### src/rtl/clock_pkg.sv
// Shared definitions for the digital-clock front panel: repeat-state encoding,
// default tick timing and the button channel index map.
package clock_pkg;

  // Auto-repeat FSM states
  typedef enum logic [1:0] {
    IDLE   = 2'd0,
    HOLD   = 2'd1,
    REPEAT = 2'd2
  } rep_state_t;

  // Default timing, in sample ticks (190 Hz tick assumed)
  localparam int DEB_TICKS_DEF    = 4;
  localparam int REPEAT_DELAY_DEF = 95;
  localparam int REPEAT_RATE_DEF  = 38;

  // Button channel indices on btn_raw / btn_* buses
  localparam int BTN_ADD_H = 0;
  localparam int BTN_ADD_M = 1;
  localparam int BTN_VIEW  = 2;

  // Larger of two integers, used to size shared counters
  function automatic int imax(input int a, input int b);
    return (a > b) ? a : b;
  endfunction

endpackage

### src/rtl/btn_cond_ch.sv
// One button channel: two-flop synchroniser, tick-paced debounce, press pulse
// and (with BTN_AUTOREPEAT_EN defined) the hold-to-repeat FSM. Without the
// macro the repeat output is simply the press pulse.
module btn_cond_ch
  import clock_pkg::*;
#(
  parameter int DEB_TICKS    = DEB_TICKS_DEF,
  parameter int REPEAT_DELAY = REPEAT_DELAY_DEF,
  parameter int REPEAT_RATE  = REPEAT_RATE_DEF
) (
  input  logic clk,
  input  logic clr,
  input  logic tick,
  input  logic raw,
  output logic level,
  output logic press,
  output logic rep
);

  localparam logic [7:0] DEB_LAST = 8'(DEB_TICKS - 1);

  logic       sync1_reg;
  logic       sync2_reg;
  logic [7:0] deb_cnt_reg;
  logic [7:0] deb_cnt_next;
  logic       level_reg;
  logic       level_next;
  logic       level_d_reg;
  logic       press_reg;
  logic       rise;

  // Bring the asynchronous button into the clk domain
  always_ff @(posedge clk or posedge clr) begin
    if (clr) begin
      sync1_reg <= 1'b0;
      sync2_reg <= 1'b0;
    end else begin
      sync1_reg <= raw;
      sync2_reg <= sync1_reg;
    end
  end

  // Debounce: the DEB_TICKS-th consecutive disagreeing sample flips the level
  always_comb begin
    deb_cnt_next = deb_cnt_reg;
    level_next   = level_reg;
    if (tick) begin
      if (sync2_reg == level_reg) begin
        deb_cnt_next = 8'd0;
      end else if (deb_cnt_reg == DEB_LAST) begin
        level_next   = ~level_reg;
        deb_cnt_next = 8'd0;
      end else begin
        deb_cnt_next = deb_cnt_reg + 8'd1;
      end
    end
  end

  // Debounce state, delayed level for edge detect, registered press pulse
  always_ff @(posedge clk or posedge clr) begin
    if (clr) begin
      deb_cnt_reg <= 8'd0;
      level_reg   <= 1'b0;
      level_d_reg <= 1'b0;
      press_reg   <= 1'b0;
    end else begin
      deb_cnt_reg <= deb_cnt_next;
      level_reg   <= level_next;
      level_d_reg <= level_reg;
      press_reg   <= rise;
    end
  end

  // High for the first cycle the debounced level is 1
  assign rise  = level_reg & ~level_d_reg;
  assign level = level_reg;
  assign press = press_reg;

`ifdef BTN_AUTOREPEAT_EN
  localparam int REP_W = $clog2(imax(REPEAT_DELAY, REPEAT_RATE) + 1);
  localparam logic [REP_W-1:0] DELAY_LAST = REP_W'(REPEAT_DELAY - 1);
  localparam logic [REP_W-1:0] RATE_LAST  = REP_W'(REPEAT_RATE - 1);

  rep_state_t       state_reg;
  rep_state_t       state_next;
  logic [REP_W-1:0] rep_cnt_reg;
  logic [REP_W-1:0] rep_cnt_next;
  logic             rep_reg;
  logic             rep_next;

  // Repeat FSM; a falling level (including one landing this very tick)
  // wins over a repeat that would be due in the same cycle
  always_comb begin
    state_next   = state_reg;
    rep_cnt_next = rep_cnt_reg;
    rep_next     = 1'b0;
    case (state_reg)
      IDLE: begin
        if (rise) begin
          rep_next     = 1'b1;
          rep_cnt_next = '0;
          state_next   = HOLD;
        end
      end
      HOLD: begin
        if (!level_next) begin
          rep_cnt_next = '0;
          state_next   = IDLE;
        end else if (tick) begin
          if (rep_cnt_reg == DELAY_LAST) begin
            rep_next     = 1'b1;
            rep_cnt_next = '0;
            state_next   = REPEAT;
          end else begin
            rep_cnt_next = rep_cnt_reg + REP_W'(1);
          end
        end
      end
      REPEAT: begin
        if (!level_next) begin
          rep_cnt_next = '0;
          state_next   = IDLE;
        end else if (tick) begin
          if (rep_cnt_reg == RATE_LAST) begin
            rep_next     = 1'b1;
            rep_cnt_next = '0;
          end else begin
            rep_cnt_next = rep_cnt_reg + REP_W'(1);
          end
        end
      end
      default: begin
        rep_cnt_next = '0;
        state_next   = IDLE;
      end
    endcase
  end

  // Repeat FSM state, counter and registered repeat pulse
  always_ff @(posedge clk or posedge clr) begin
    if (clr) begin
      state_reg   <= IDLE;
      rep_cnt_reg <= '0;
      rep_reg     <= 1'b0;
    end else begin
      state_reg   <= state_next;
      rep_cnt_reg <= rep_cnt_next;
      rep_reg     <= rep_next;
    end
  end

  assign rep = rep_reg;
`else
  // Repeat timing has no effect in this build; the empty block keeps both
  // builds on one parameter interface with every parameter referenced.
  if ((REPEAT_DELAY < 1) || (REPEAT_RATE < 1)) begin : g_rep_cfg_unused
  end

  assign rep = press_reg;
`endif

endmodule

### src/rtl/btn_cond.sv
// Front-panel button conditioner: N_BTN independent channels turning raw
// bouncy buttons into debounced levels, press pulses and repeat pulses.
// Optional macro BTN_AUTOREPEAT_EN enables hold-to-repeat on btn_rep;
// without it btn_rep equals btn_press.
module btn_cond
  import clock_pkg::*;
#(
  parameter int N_BTN        = 3,
  parameter int DEB_TICKS    = DEB_TICKS_DEF,
  parameter int REPEAT_DELAY = REPEAT_DELAY_DEF,
  parameter int REPEAT_RATE  = REPEAT_RATE_DEF
) (
  input  logic             clk,
  input  logic             clr,
  input  logic             tick,
  input  logic [N_BTN-1:0] btn_raw,
  output logic [N_BTN-1:0] btn_level,
  output logic [N_BTN-1:0] btn_press,
  output logic [N_BTN-1:0] btn_rep
);

  genvar gi;

  // One fully independent conditioner per button
  generate
    for (gi = 0; gi < N_BTN; gi++) begin : g_ch
      btn_cond_ch #(
        .DEB_TICKS    (DEB_TICKS),
        .REPEAT_DELAY (REPEAT_DELAY),
        .REPEAT_RATE  (REPEAT_RATE)
      ) u_ch (
        .clk   (clk),
        .clr   (clr),
        .tick  (tick),
        .raw   (btn_raw[gi]),
        .level (btn_level[gi]),
        .press (btn_press[gi]),
        .rep   (btn_rep[gi])
      );
    end
  endgenerate

endmodule

### config.mk
export PLATFORM = sky130hd
export DESIGN_NAME = btn_cond
export DESIGN_NICKNAME = d
export VERILOG_FILES = /design/src/rtl/clock_pkg.sv /design/src/rtl/btn_cond_ch.sv /design/src/rtl/btn_cond.sv
export SDC_FILE = /design/constraint.sdc
export NUM_CORES = 1
export LEC_CHECK = 0
export CORE_ASPECT_RATIO = 1.2
export CORE_UTILIZATION = 55
export DETAILED_ROUTE_END_ITERATION = 10
export PLACE_DENSITY = 0.76
export SYNTH_ARGS = -nofsm -noshare
export SYNTH_HDL_FRONTEND = slang
export SYNTH_SLANG_ARGS = --single-unit
### constraint.sdc
create_clock -name clk -period 4.9 [get_ports clk]
set_clock_uncertainty 0.1 [all_clocks]
set_input_delay 1.225 -clock clk [delete_from_list [all_inputs] [get_ports clk]]
set_output_delay 1.225 -clock clk [all_outputs]
set_load 0.05 [all_outputs]
; ---- After elaboration in Yosys (flattened, before gate mapping)
; Index checks and enable logic that the tools add are counted.
[op_classes]
n_eq_ne = 6
addsub = 3
n_mul = 0
n_shift = 0
div_mod_pow = 0
reduce_logical = 3
n_lt_le_gt_ge = 0
n_mux = 6
bitwise_logic = 12
[ops]
columns = cell, n
row1 = 8-bit 2-to-1 mux, 6
row2 = 8-bit by 1-bit adder with 8-bit output (second input constant), 3
row3 = 8-bit by 2-bit equality test with 1-bit output (second input constant), 3
row4 = 1-bit NOT, 9
row5 = 3-bit AND reduction, 3
row6 = 1-bit bitwise AND, 3
row7 = 1-bit equality test, 3
[word_totals]
regBits = 39
elab_cells = 48
inputBits = 6
latchBits = 0
ramBits = 0
n_memories = 0
romBits = 0
output_inout_bits = 9

; ---- Depth between registers and ports, before layout
[depth]
word_depth = 3
depth_mapped = 6
ltp_nobuf = 5

; ---- Modules after synthesis
; Synthesis repeated with hierarchy kept, for this count alone.
[unflattened]
cells_unflattened = 174
area_unflattened_um2 = 1873.0
[modules_own_cells]
columns = module, area_per_inst_um2, cells_per_inst, seq_area_each_um2, n_inst
row1 = btn_cond_ch, 624.3, 58, 325.3, 3

; ---- Worst setup path before layout
; Ideal clock, no wire load.
[synth_path]
kind = input to register
startpoint = input port tick
endpoint = register g_ch[1].u_ch.deb_cnt_reg[5]
cell_stages = 6
n_path_buf = 2
setup_time_ns = 0.082
t_arrival_ns = 2.128
slack_ns = 2.590
required_ns = 4.718
path_cell_list = buf_2 > inv_2 > a211oi_2 > buf_6 > a41oi_1 > a31oi_1
[synth_rtl]
columns = item, line_no
row1 = start: declaration, btn_cond.sv:15  ; input logic tick,
row2 = end signal: assignment, btn_cond_ch.sv:67  ; deb_cnt_reg <= deb_cnt_next;
row3 = end: declaration, btn_cond_ch.sv:24  ; logic [7:0] deb_cnt_reg;

==> run summary <==
Power Internal: 0.712 mW
Max reg flops: 24
TritonCTS Sinks: 39
Final #Nets: 183
Post-CTS setup repair buffer count: 0
Final Setup Violations: 0
Register-to-Register Path Depth: 5
Worst setup SP type: primary input
Switching share of power: 0.382
Vias: 1264
Syn. warnings: 0
Simple-Gate Fraction of Synth Area: 0.145
# rows: 22
Peak supply drop: 0.464 mV
Worst path required time: 5080 ps
Fmax: 0.305 GHz
Die X: 55.2 µm
Finished Layout Cells: 208
Register share of total power: 0.419
Synth-to-layout area growth: 10.7%
RSZ-0062 raised after global routing: no
Post-synth top cells: 39 x dfrtp_1, 13 x nand3_1, 12 x a31oi_1, 11 x nand2_1, 9 x buf_4
Combinational cell fraction of total power: 0.352
Cts repair resizes: 0
All-Layer GR Usage: 0.208
Post-synthesis net count: 175
Grt total ovfl: 0
Largest fanout on the critical path: 16
Most frequent cell after synthesis: dfrtp_1
Largest family of logic cells by synthesized area: compound AO/OA/AOI/OAI gates
Largest net degree at the start of global routing: 40
DR WL/cell: 16.1 µm
Residual DRC: 0
Clock Tree Root: clkbuf_4
Clock-pin transition on the worst setup and hold timing paths: 120 ps
Slew headroom: 0.469
Initial Util: 0.595
Worst-Margin Slew: 795 ps
Crit path arrival time: 3460 ps
Iter 0 DRT Violations: 47
Post-Route WL: 3340 µm
Final Max Tran Viols: 0
# hold bufs at CTS: 0
P_sw: 0.440 mW
Flops & latches, synth: 39
Final hold vios: 0
DR vias/cell: 6.08
Dominant cell type by area after synthesis: dfrtp_1
Asr flop ratio synth: 1.00
Cts bufs inserted: 5
Die height: 65.8 µm
Power density cells: 557 nW/µm²
Metal2 WL: 1750 µm
Mapped Cells: 163
Share of the synthesized area in the top cell type: 0.522
Hold Crit Class: flop to flop
DP Wirelength: 2210 µm
Min cycle time layout: 3280 ps
Routed wl met3: 108 µm
Port buffer count: 14
Syn_area_per_cell: 11.5 µm²
Post-Synth XOR/XNOR Area: 0.0375
Critical path class: primary input to flop
Htree depth: 2
Hold path depth: 0
Fin Setup TNS: 0 ps
Core region area: 3140 µm²
Synth cell types: 36
First-pass GRT wire length: 5770 µm
Post-synthesis adder-cell area fraction: 0.0402
Mapped Area: 1870 µm²
Share of cells above drive strength 1: 0.122
First drt pass iteration count: 4
CTS tree: yes
Clock buffer depth: 2
Outcome: completed
Die ar.: 3630 µm²
Max_cap viols: 0
Final period util: 0.669
Sequential area share after synthesis: 0.522
Clock Latency Late Sink: 350 ps
Synth top area cells: dfrtp_1 52%, a31oi_1 4.0%, ha_1 4.0%
Placer Congestion: 0.860
Synth Area in Compound Gates: 0.161
Multiplexer share of the synthesized area: 0.0355
Routed Antenna Nets: 0
Top FF cell, synth: dfrtp_1
Leakage Power: 0.916 nW
Vias in the first global route: 1244
Initial antenna violation count: 0
Final core occ: 0.659
Dpl cells: 200
M1 WL: 1420 µm
N_diodes: 0
Ports: 15
Post-synth EDFFs: 0
Highest routed metal layer: met4
Critical Path Sink Type: flop
Clock power frac: 0.229
[worst max-delay path: stages]
cell	delay, ps
clkdlybuf4s50_1	840
inv_2	280
a211oi_2	690
a41oi_1	240
a31oi_1	180
[power groups by stage]
| stage | combinational [mW] | clock, mW | sequential (mW) |
|---|---|---|---|
| finish | 0.406 | 0.264 | 0.483 |
| global route | 0.434 | 0.284 | 0.497 |
| CTS | 0.408 | 0.269 | 0.482 |
| detailed placement | 0.407 | 0 | 0.488 |
| global placement | 0.395 | 0 | 0.481 |
| floorplan | 0.364 | 0 | 0.461 |
[layout make-up]
class                   count  area [µm²]
fillers                   239        1070
flip-flops and latches     39         976
multi-input cells         107         783
repair buffers             16         155
clock inverters             2        60.1
well taps                  36        45.0
clock buffers               6        41.3
inverters                   2        7.51
[routing by layer]
metal | vias up | global-route usage
li1 | 605 | -
met1 | 617 | 0.247
met2 | 34 | 0.351
met3 | 8 | 0.0548
met4 | 0 | 0.103
met5 | - | 0
[cell families after synthesis]
logic type	count (synthesis)
fa+ha+maj	6
xor+xnor	8
mux	6
buf+inv	17
compound gates	39
simple gates	48
flops	39
[worst paths after layout]
path / startpoint / to / slack, ps
setup / recovery: tick / g_ch[1].u_ch.deb_cnt_reg[4]$_DFFE_PP0P_ / 1620
hold / removal: g_ch[2].u_ch.sync1_reg$_DFF_PP0_ / g_ch[2].u_ch.sync2_reg$_DFF_PP0_ / 260
setup reg to reg: g_ch[1].u_ch.deb_cnt_reg[0]$_DFFE_PP0P_ / g_ch[1].u_ch.deb_cnt_reg[4]$_DFFE_PP0P_ / 2780
hold reg to reg: g_ch[2].u_ch.sync1_reg$_DFF_PP0_ / g_ch[2].u_ch.sync2_reg$_DFF_PP0_ / 260
max in group asynchronous: clr / g_ch[2].u_ch.sync2_reg$_DFF_PP0_ / 3190
min in group asynchronous: clr / g_ch[1].u_ch.level_d_reg$_DFF_PP0_ / 1180
[cells in the final DEF (no fill, tap or decap), drive strengths merged, types with 4 or more instances in the layout]
| master | netlist | routed |
|---|---|---|
| nand2 | 11 | 11 |
| a41oi | 4 | 4 |
| a21oi | 6 | 6 |
| ha | 6 | 6 |
| xnor2 | 6 | 6 |
| a22o | 8 | 8 |
| clkbuf | 3 | 6 |
| dfrtp | 39 | 39 |
| mux2 | 5 | 5 |
| nand3 | 13 | 13 |
| and3 | 4 | 4 |
| a31oi | 12 | 12 |
| nor3 | 6 | 6 |
| clkdlybuf4s50 | 0 | 14 |
[stage by stage]
stage | worst slack [ps] | cell area [µm²] | hold WS (ps) | power [mW]
2_1_floorplan | 2590 | 1870 | 231 | 0.824
3_3_place_gp | 1410 | 1970 | 233 | 0.876
3_5_place_dp | 1290 | 1970 | 236 | 0.895
4_1_cts | 1660 | 2070 | 261 | 1.16
5_1_grt | 1460 | 2070 | 265 | 1.21
6_report | 1620 | 2070 | 257 | 1.15
Power figures use the tool's default switching activity.
